--- config.mk ---
export PLATFORM = sky130hd
export DESIGN_NAME = sstv_ram_writer
export DESIGN_NICKNAME = d
export VERILOG_FILES = /design/src/rtl/sstv_ram_writer.sv
export SDC_FILE = /design/constraint.sdc
export NUM_CORES = 1
export LEC_CHECK = 0
export ABC_AREA = 1
export BUFFER_PORTS_ARGS = -buffer_cell sky130_fd_sc_hd__buf_2
export CAP_MARGIN = 10
export CORE_MARGIN = 3
export CORE_UTILIZATION = 40
export CTS_CLUSTER_DIAMETER = 80
export DETAILED_ROUTE_END_ITERATION = 8
export PLACE_DENSITY = 0.6
export SYNTH_ARGS = -nofsm -noshare
export SYNTH_HDL_FRONTEND = slang
export SYNTH_SLANG_ARGS = --single-unit
--- constraint.sdc ---
create_clock -name clk -period 4.2 [get_ports clk]
set_clock_uncertainty 0.1 [all_clocks]
set_input_delay 0.84 -clock clk [delete_from_list [all_inputs] [get_ports clk]]
set_output_delay 0.84 -clock clk [all_outputs]
set_load 0.02 [all_outputs]
--- src/rtl/sstv_ram_writer.sv ---
`default_nettype none
// ----------------------------------------------------------------------------
// sstv_ram_writer : quantises the SSTV pixel stream into the 2-bit frame RAM
// Revision        : 1.0
// ----------------------------------------------------------------------------
module sstv_ram_writer #(
    parameter int COLS   = 160,
    parameter int ROWS   = 120,
    parameter int ADDR_W = 15,
    parameter int LUM_W  = 8
) (
    input  logic              clk,
    input  logic              reset,
    input  logic              clear_req,
    input  logic              frame_start,
    input  logic              line_sync,
    input  logic              pix_valid,
    input  logic [LUM_W-1:0]  pix_lum,
    output logic [ADDR_W-1:0] sstv_ram_addr,
    output logic [1:0]        sstv_ram_data,
    output logic              sstv_ram_we,
    output logic              busy,
    output logic              frame_done,
    output logic              overrun,
    output logic [6:0]        cur_row
);

    localparam int                COL_W       = $clog2(COLS + 1);
    localparam logic [ADDR_W-1:0] c_LAST_ADDR = ADDR_W'(COLS * ROWS - 1);
    localparam logic [ADDR_W-1:0] c_COLS_A    = ADDR_W'(COLS);
    localparam logic [COL_W-1:0]  c_COLS_C    = COL_W'(COLS);
    localparam logic [6:0]        c_LAST_ROW  = 7'(ROWS - 1);

    typedef enum logic [1:0] {
        S_IDLE      = 2'd0,
        S_WAIT_LINE = 2'd1,
        S_PIXELS    = 2'd2,
        S_CLEAR     = 2'd3
    } state_t;

    state_t              state_q, state_d;
    logic [COL_W-1:0]    col_q, col_d;
    logic [6:0]          row_q, row_d;
    logic [ADDR_W-1:0]   row_base_q, row_base_d;
    logic [ADDR_W-1:0]   clr_cnt_q, clr_cnt_d;
    logic [ADDR_W-1:0]   addr_q, addr_d;
    logic [1:0]          data_q, data_d;
    logic                we_q, we_d;
    logic                busy_q, busy_d;
    logic                done_q, done_d;
    logic                overrun_q, overrun_d;

    // Only the top two luminance bits reach the RAM.
    logic unused_lum;
    assign unused_lum = ^pix_lum[LUM_W-3:0];

    always_ff @(posedge clk or negedge reset) begin
        if (!reset) begin
            state_q    <= S_IDLE;
            col_q      <= '0;
            row_q      <= '0;
            row_base_q <= '0;
            clr_cnt_q  <= '0;
            addr_q     <= '0;
            data_q     <= '0;
            we_q       <= 1'b0;
            busy_q     <= 1'b0;
            done_q     <= 1'b0;
            overrun_q  <= 1'b0;
        end else begin
            state_q    <= state_d;
            col_q      <= col_d;
            row_q      <= row_d;
            row_base_q <= row_base_d;
            clr_cnt_q  <= clr_cnt_d;
            addr_q     <= addr_d;
            data_q     <= data_d;
            we_q       <= we_d;
            busy_q     <= busy_d;
            done_q     <= done_d;
            overrun_q  <= overrun_d;
        end
    end

    always_comb begin
        state_d    = state_q;
        col_d      = col_q;
        row_d      = row_q;
        row_base_d = row_base_q;
        clr_cnt_d  = clr_cnt_q;
        addr_d     = addr_q;
        data_d     = data_q;
        we_d       = 1'b0;
        busy_d     = 1'b0;
        done_d     = 1'b0;
        overrun_d  = overrun_q;

        if (state_q == S_CLEAR) begin
            // Inputs are deliberately ignored until the sweep completes.
            we_d   = 1'b1;
            busy_d = 1'b1;
            addr_d = clr_cnt_q;
            data_d = 2'b00;
            if (clr_cnt_q == c_LAST_ADDR) begin
                state_d    = S_IDLE;
                row_d      = '0;
                col_d      = '0;
                row_base_d = '0;
                overrun_d  = 1'b0;
            end else begin
                clr_cnt_d = clr_cnt_q + ADDR_W'(1);
            end
        end else if (clear_req) begin
            state_d   = S_CLEAR;
            clr_cnt_d = '0;
            overrun_d = 1'b0;
        end else if (frame_start) begin
            state_d    = S_WAIT_LINE;
            row_d      = '0;
            col_d      = '0;
            row_base_d = '0;
            overrun_d  = 1'b0;
        end else if (state_q == S_WAIT_LINE) begin
            if (line_sync) begin
                state_d = S_PIXELS;
                col_d   = '0;
            end
        end else if (state_q == S_PIXELS) begin
            if (line_sync) begin
                if (row_q == c_LAST_ROW) begin
                    done_d  = 1'b1;
                    state_d = S_IDLE;
                end else begin
                    row_d      = row_q + 7'd1;
                    row_base_d = row_base_q + c_COLS_A;
                    col_d      = '0;
                end
            end else if (pix_valid) begin
                if (col_q < c_COLS_C) begin
                    we_d   = 1'b1;
                    addr_d = row_base_q + ADDR_W'(col_q);
                    data_d = pix_lum[LUM_W-1:LUM_W-2];
                    col_d  = col_q + COL_W'(1);
                end else begin
                    overrun_d = 1'b1;
                end
            end
        end
    end

    assign sstv_ram_addr = addr_q;
    assign sstv_ram_data = data_q;
    assign sstv_ram_we   = we_q;
    assign busy          = busy_q;
    assign frame_done    = done_q;
    assign overrun       = overrun_q;
    assign cur_row       = row_q;

endmodule
`default_nettype wire

==> results of run 1 <==
## through the flow
stage / total power (uW) / setup WS (ns)
4_1_cts: 2520 / 1.43
3_5_place_dp: 1910 / 1.45
2_1_floorplan: 1650 / 2.21
5_1_grt: 2700 / 1.16
6_report: 2490 / 1.43
3_3_place_gp: 1890 / 1.47
## final cells by class
class / instances / area [um^2] / area share [%]
clock buffers: 14 / 193 / 4.22
multi-input cells: 429 / 2160 / 47.2
clock inverters: 2 / 35.0 / 0.766
repair buffers: 40 / 213 / 4.65
well taps: 133 / 166 / 3.64
flip-flops and latches: 63 / 1580 / 34.5
inverters: 61 / 229 / 5.01
## registers in the layout, indices dropped and copies added (netlist names)
| name | cells |
|---|---|
| state_q | 2 |
| sstv_ram_addr | 15 |
| clr_cnt_q | 15 |
| sstv_ram_data | 2 |
| busy | 1 |
| cur_row | 7 |
| row_base_q | 10 |
| overrun | 1 |
| frame_done | 1 |
| col_q | 8 |
| sstv_ram_we | 1 |
## power by group
| group | switching [uW] | internal [uW] |
|---|---|---|
| Combinational | 756 | 305 |
| Clock | 241 | 354 |
| Sequential | 101 | 735 |
| Total | 1100 | 1390 |
## routing by layer
metal | track usage (%) | wire, um | part of all wire [%]
met1 | 24.7 | 4550 | 46
met2 | 30.8 | 4680 | 47
met3 | 4.33 | 462 | 4.7
met4 | 8.31 | 186 | 1.9
met5 | 0 | 0 | 0
## path summary, 6_finish.rpt
| kind | startpoint | endpoint | slack [ns] | cells past startpoint |
|---|---|---|---|---|
| worst max-delay path | state_q[0] | sstv_ram_addr[6] | 1.43 | 9 |
| worst min-delay path | reset | sstv_ram_addr[1] | 0.34 | 1 |
| worst max register to register | state_q[0] | sstv_ram_addr[6] | 1.43 | 9 |
| worst min register to register | sstv_ram_addr[11] | sstv_ram_addr[11] | 0.37 | 2 |
| max in group asynchronous | reset | busy | 2.95 | 2 |
| min in group clk | sstv_ram_addr[11] | sstv_ram_addr[11] | 0.37 | 2 |
## cells in the final DEF, fill, tap and decap left out, drive strengths merged
cell type	netlist	final
nor3	12	12
conb	1	1
clkinv	1	2
xor2	6	6
nor2	59	59
o41ai	1	1
xnor2	2	2
clkbuf	5	14
a21boi	1	1
nand2	185	185
bufinv	0	1
inv	60	60
o21bai	3	3
nand4	22	22
nand3b	1	1
or2	1	1
o22ai	2	2
nand3	50	50
a21oi	22	22
a22oi	1	1
o211ai	2	2
ha	13	13
o31ai	4	4
o21ai	40	40
o2111ai	1	1
dfrtp	63	63
buf	14	40
## cell families (layout without fill, tap and decap cells)
logic type / after synthesis / count (layout) / share of synthesized area [%]
buf+inv: 80 / 117 / 8.46
compound gates: 77 / 77 / 10.5
flops: 63 / 63 / 38.6
xor+xnor: 8 / 8 / 1.72
fa+ha+maj: 13 / 13 / 3.99
simple gates: 330 / 330 / 36.6
other cells: 1 / 1 / 0.0919
==> results_dict.tcl, run 1 <==
set metrics [dict create \
    outcome "complete, no violations" \
    cts_resized 0 \
    io_pins 42 \
    syn_area_per_cell_um2 7.13 \
    yosysMostFrequentCell "nand2_1" \
    postPlaceCellArea_um2 4340 \
    hold_viol 0 \
    crit_fanout 29 \
    yosysWarnings 0 \
    holdWs_ns 0.335 \
    final_core_util_pct 46.3 \
    synth_area_leaders "dfrtp_1, nand2_1, nand3_1, nor2_1, inv_1" \
    ctsLongestPathBuffers 2 \
    cap_viol_max_count 0 \
    path_clk_slew_ns 0.07 \
    die_area_um2 11400 \
    fmax_mhz 362 \
    drtAntennaViolNets 0 \
    worstSetupStartpointType "flop" \
    power_density_nw_per_um2 545 \
    grt_max_degree 34 \
    grt_pass1_vias 3727 \
    slowest_stage "dfrtp_1" \
    area_growth_pct 12.0 \
    synth_top_cell_by_area "dfrtp_1" \
    gp_congestion 0.893 \
    vias 3813 \
    timing.final.crit_share_pct 65.8 \
    diodes 0 \
    fp-row-count 36 \
    power_leakage_uw 0.00224 \
    yosys.area.top_type_share_pct 38.6 \
    design_area_um2 4570 \
    min_path_type "primary input to asynchronous set/reset pin" \
    syn-num-nets 599 \
    ir_drop_v 0.000305 \
    finalMaxSlewViolations 0 \
    nNetsFinal 631 \
    ys_ff_latch 63 \
    fp.dieH_um 107 \
    fill_cells 1014 \
    critPathTopFamily "buffers and inverters" \
    max_stage_delay_ns 0.43 \
    hpwlAfterDp_um 7070 \
    core_um2 9860 \
    synthesis.area_um2 4080 \
    setup_tns_ns 0 \
    synth_edf_count 0 \
    routedWlPerCell_um 13.3 \
    io_buffers 35 \
    cts.htree.levels 3 \
    vias_per_cell 5.14 \
    grt_pass1_wl_um 17400 \
    drive_above_1_share_pct 13.3 \
    cts_inserted_buffers 9 \
    cts.hold.buffers_added 0 \
    rsz0062_at_grt "false" \
    postCtsSetupRepairBufs 0 \
    worstPathRequired_ns 4.33 \
    cts.sinks 63 \
    synthCells 572 \
    clk_latency_ns 0.36 \
    start_util_pct 41.4 \
    criticalPathCategory "flop to flop" \
    dp.cells 726 \
    arrival_ns 2.89 \
    dr.pass1.iters 5 \
    route.detailed.drc 0 \
    stdcell_count 742 \
    yosysSeqAreaShare_pct 38.6 \
    drt_wl_total_um 9880 \
    cts_tree "yes" \
    crit_path_cell_trace "ha_1 > inv_1 > buf_4 > nand2_1 > nand3_1 > buf_4 > inv_1 > nor2_1 > a21oi_1" \
    setup_viol 0 \
    synth_ff_type "dfrtp_1" \
    antenna_found_initial 0 \
    track_usage_pct 19.1 \
    final.min_clock_period_ns 2.77 \
    crit_path_end_kind "flop" \
    crit_buf_inv 4 \
    ys_async_sr_fraction_pct 100 \
    yosys.cell_types.count 40 \
    drt_iter0_markers 186 \
    synth_common_cells "nand2_1, dfrtp_1, nor2_1" \
    die_w_um 107 \
    clockRootBuffer "clkbuf_8" \
    globalRouteOverflowTotal 0 \
]
Power figures use the tool's default switching activity.
==> inputs of run 2 (changes only) <==
ABC_AREA = 0   (was 1)
PLACE_DENSITY = 0.62   (was 0.6)
clock period = 2.4 ns   (was 4.2 ns; I/O delays follow)
==> run 2 against run 1 <==
Compared with the run above: die area shrank 9.9%; clock power grew 56%; critical path type unchanged; largest cell class unchanged; count of clock-buffer cells in the layout shrank 2; maximum frequency grew 25%; setup slack lost 1.3 ns.
==> results_dict.tcl, run 2 <==
set metrics [dict create \
    start_util_pct 41.5 \
    die_area_um2 10300 \
    ir_drop_v 0.000471 \
    slew_headroom_pct 61.0 \
    setup_viol 0 \
    worstSetupStartpointType "flop" \
    nNetsFinal 485 \
    vias_per_cell 5.75 \
    globalRouteOverflowTotal 0 \
    max_stage_delay_ns 0.52 \
    ys_async_sr_fraction_pct 100 \
    clockRootBuffer "clkbuf_8" \
    synth_ff_type "dfrtp_1" \
    power_leakage_uw 0.00198 \
    grtUsageMet3_pct 5.10 \
    synthCells 405 \
    yosysMostFrequentCell "dfrtp_1" \
    synth_area_leaders "dfrtp_1, o21ai_0, nand2_1, ha_1, nand3_1" \
    synth_common_cells "dfrtp_1, o21ai_0, nand2_1" \
    routedWlPerCell_um 16.1 \
    min_path_type "primary input to asynchronous set/reset pin" \
    antenna_found_initial 0 \
    final_cell_mix "dfrtp_1, o21ai_0, nand2_1, buf_2, buf_4" \
    cts.sinks 63 \
    fill_cells 852 \
    area_growth_pct 17.6 \
    crit_path_cell_trace "inv_1 > ha_1 > nand3b_1 > o21ba_2 > o21ai_0 > or4_1 > nand3_1" \
    drt_iter0_markers 212 \
    grt_use_met1_pct 27.4 \
    grt_max_degree 64 \
    io_buffers 35 \
    crit_buf_inv 1 \
    worstPathRequired_ns 2.58 \
    cts_tree "yes" \
    fin_total_pwr_uw 4130 \
    drtAntennaViolNets 0 \
    cts.hold.buffers_added 0 \
    drive_above_1_share_pct 19.2 \
    arrival_ns 2.40 \
    diodes 0 \
    crit_fanout 6 \
    grt_pass1_vias 3140 \
    crit_path_end_kind "flop" \
    path_clk_slew_ns 0.07 \
    criticalPathCategory "flop to flop" \
    syn_area_per_cell_um2 9.02 \
    synthesis.area_um2 3650 \
    drt_wl_total_um 9190 \
    io_pins 42 \
    slowest_stage "or4_1" \
    final.min_clock_period_ns 2.22 \
    die_w_um 102 \
    final_core_util_pct 48.8 \
    ys_ff_latch 63 \
    critPathTopFamily "simple AND/OR/NAND/NOR gates" \
    fp.dieH_um 102 \
    grt_pass1_wl_um 15700 \
    globalRouteMet2Util_pct 28.9 \
    track_usage_pct 19.2 \
    finalMaxSlewViolations 0 \
    dr.pass1.iters 4 \
    cts_inserted_buffers 9 \
    timing.final.crit_share_pct 92.5 \
    final_common_cell "dfrtp_1" \
    core_um2 8810 \
    rsz0062_at_grt "false" \
    yosys.cell_types.count 54 \
    fmax_mhz 451 \
    clk_latency_ns 0.35 \
    synth_top_cell_by_area "dfrtp_1" \
    vias 3283 \
    setup_tns_ns 0 \
    fp-row-count 34 \
    gp_congestion 0.859 \
    busiest_layer "met2" \
    yosysWarnings 0 \
    synth_edf_count 0 \
    hold_viol 0 \
    ctsLongestPathBuffers 2 \
    outcome "complete, no violations" \
    yosysSeqAreaShare_pct 43.2 \
    cap_viol_max_count 0 \
    syn-num-nets 432 \
    worstMarginPinSlew_ns 0.578 \
    cts.htree.levels 3 \
    route.detailed.drc 0 \
    yosys.area.top_type_share_pct 43.2 \
    hpwlAfterDp_um 6470 \
    power_density_nw_per_um2 962 \
]
[run 2: cell types whose count changed in the layout (fill, tap and decap cells not counted), moves of 15 or more]
cell	delta
o21ai_0	+30
nor2_1	-32
nand2_1	-134
nand3_1	-23
nand4_1	-15
buf_4	+22
inv_1	-40
o21ai_1	-18
[run 2: final cells by class]
cell class	count	area [um^2]	area share, %
Multi-Input combinational cell	308	1950	45.4
Timing Repair Buffer	63	398	9.26
Clock inverter	4	45.0	1.05
Clock buffer	12	145	3.38
Inverter	13	48.8	1.14
Tap cell	108	135	3.14
Sequential cell	63	1580	36.7
[run 2: layer usage]
layer,vias up,share of wire (%)
met5,-,0
met3,13,5.0
met2,91,45
met4,0,1.5
li1,1603,-
met1,1576,48
[run 2: final timing paths]
path | startpoint | cells after the start | slack (ns) | to
max reg2reg | state_q[1] | 7 | 0.18 | cur_row[4]
min | reset | 2 | 0.04 | sstv_ram_addr[4]
min in group clk | pix_lum[6] | 3 | 0.28 | sstv_ram_data[0]
min reg2reg | sstv_ram_data[1] | 2 | 0.37 | sstv_ram_data[1]
max in group asynchronous | reset | 2 | 1.88 | cur_row[0]
max | state_q[1] | 7 | 0.18 | cur_row[4]
[run 2: timing repair]
| item | 4_1_cts | 5_1_grt |
|---|---|---|
| buffers inserted | 0 | 3 |
| endpoints found under the setup margin | 0 | 8 |
| endpoints found under the hold margin | 0 | 0 |
| resized for setup | 0 | 2 |
[run 2: logic make-up after synthesis]
family	after synthesis	synth area share (%)
adder cells (fa/ha/maj)	13	4.45
other	1	0.103
AO/OA/AOI/OAI	128	22.5
multiplexers	11	3.05
buffers and inverters	34	3.70
flip-flops	63	43.2
XOR/XNOR	14	3.36
AND/OR/NAND/NOR	141	19.7
[run 2: per-stage QoR]
| step | setup slack (ns) | instances | hold slack [ns] | instance area [um^2] |
|---|---|---|---|---|
| after floorplan | 0.0767 | 405 | 0.0844 | 3650 |
| after global placement | 0.109 | 552 | 0.348 | 4080 |
| after detailed placement | 0.0887 | 552 | 0.356 | 4080 |
| after CTS | 0.0451 | 568 | 0.0464 | 4270 |
| after global routing | 0.0489 | 571 | 0.0532 | 4300 |
| final | 0.181 | 571 | 0.0367 | 4300 |
[run 2: power breakdown]
part / switching [uW] / internal, uW / leakage, uW
Sequential: 204 / 1280 / 0.000853
Combinational: 1070 / 652 / 0.00102
Clock: 425 / 504 / 0.000100
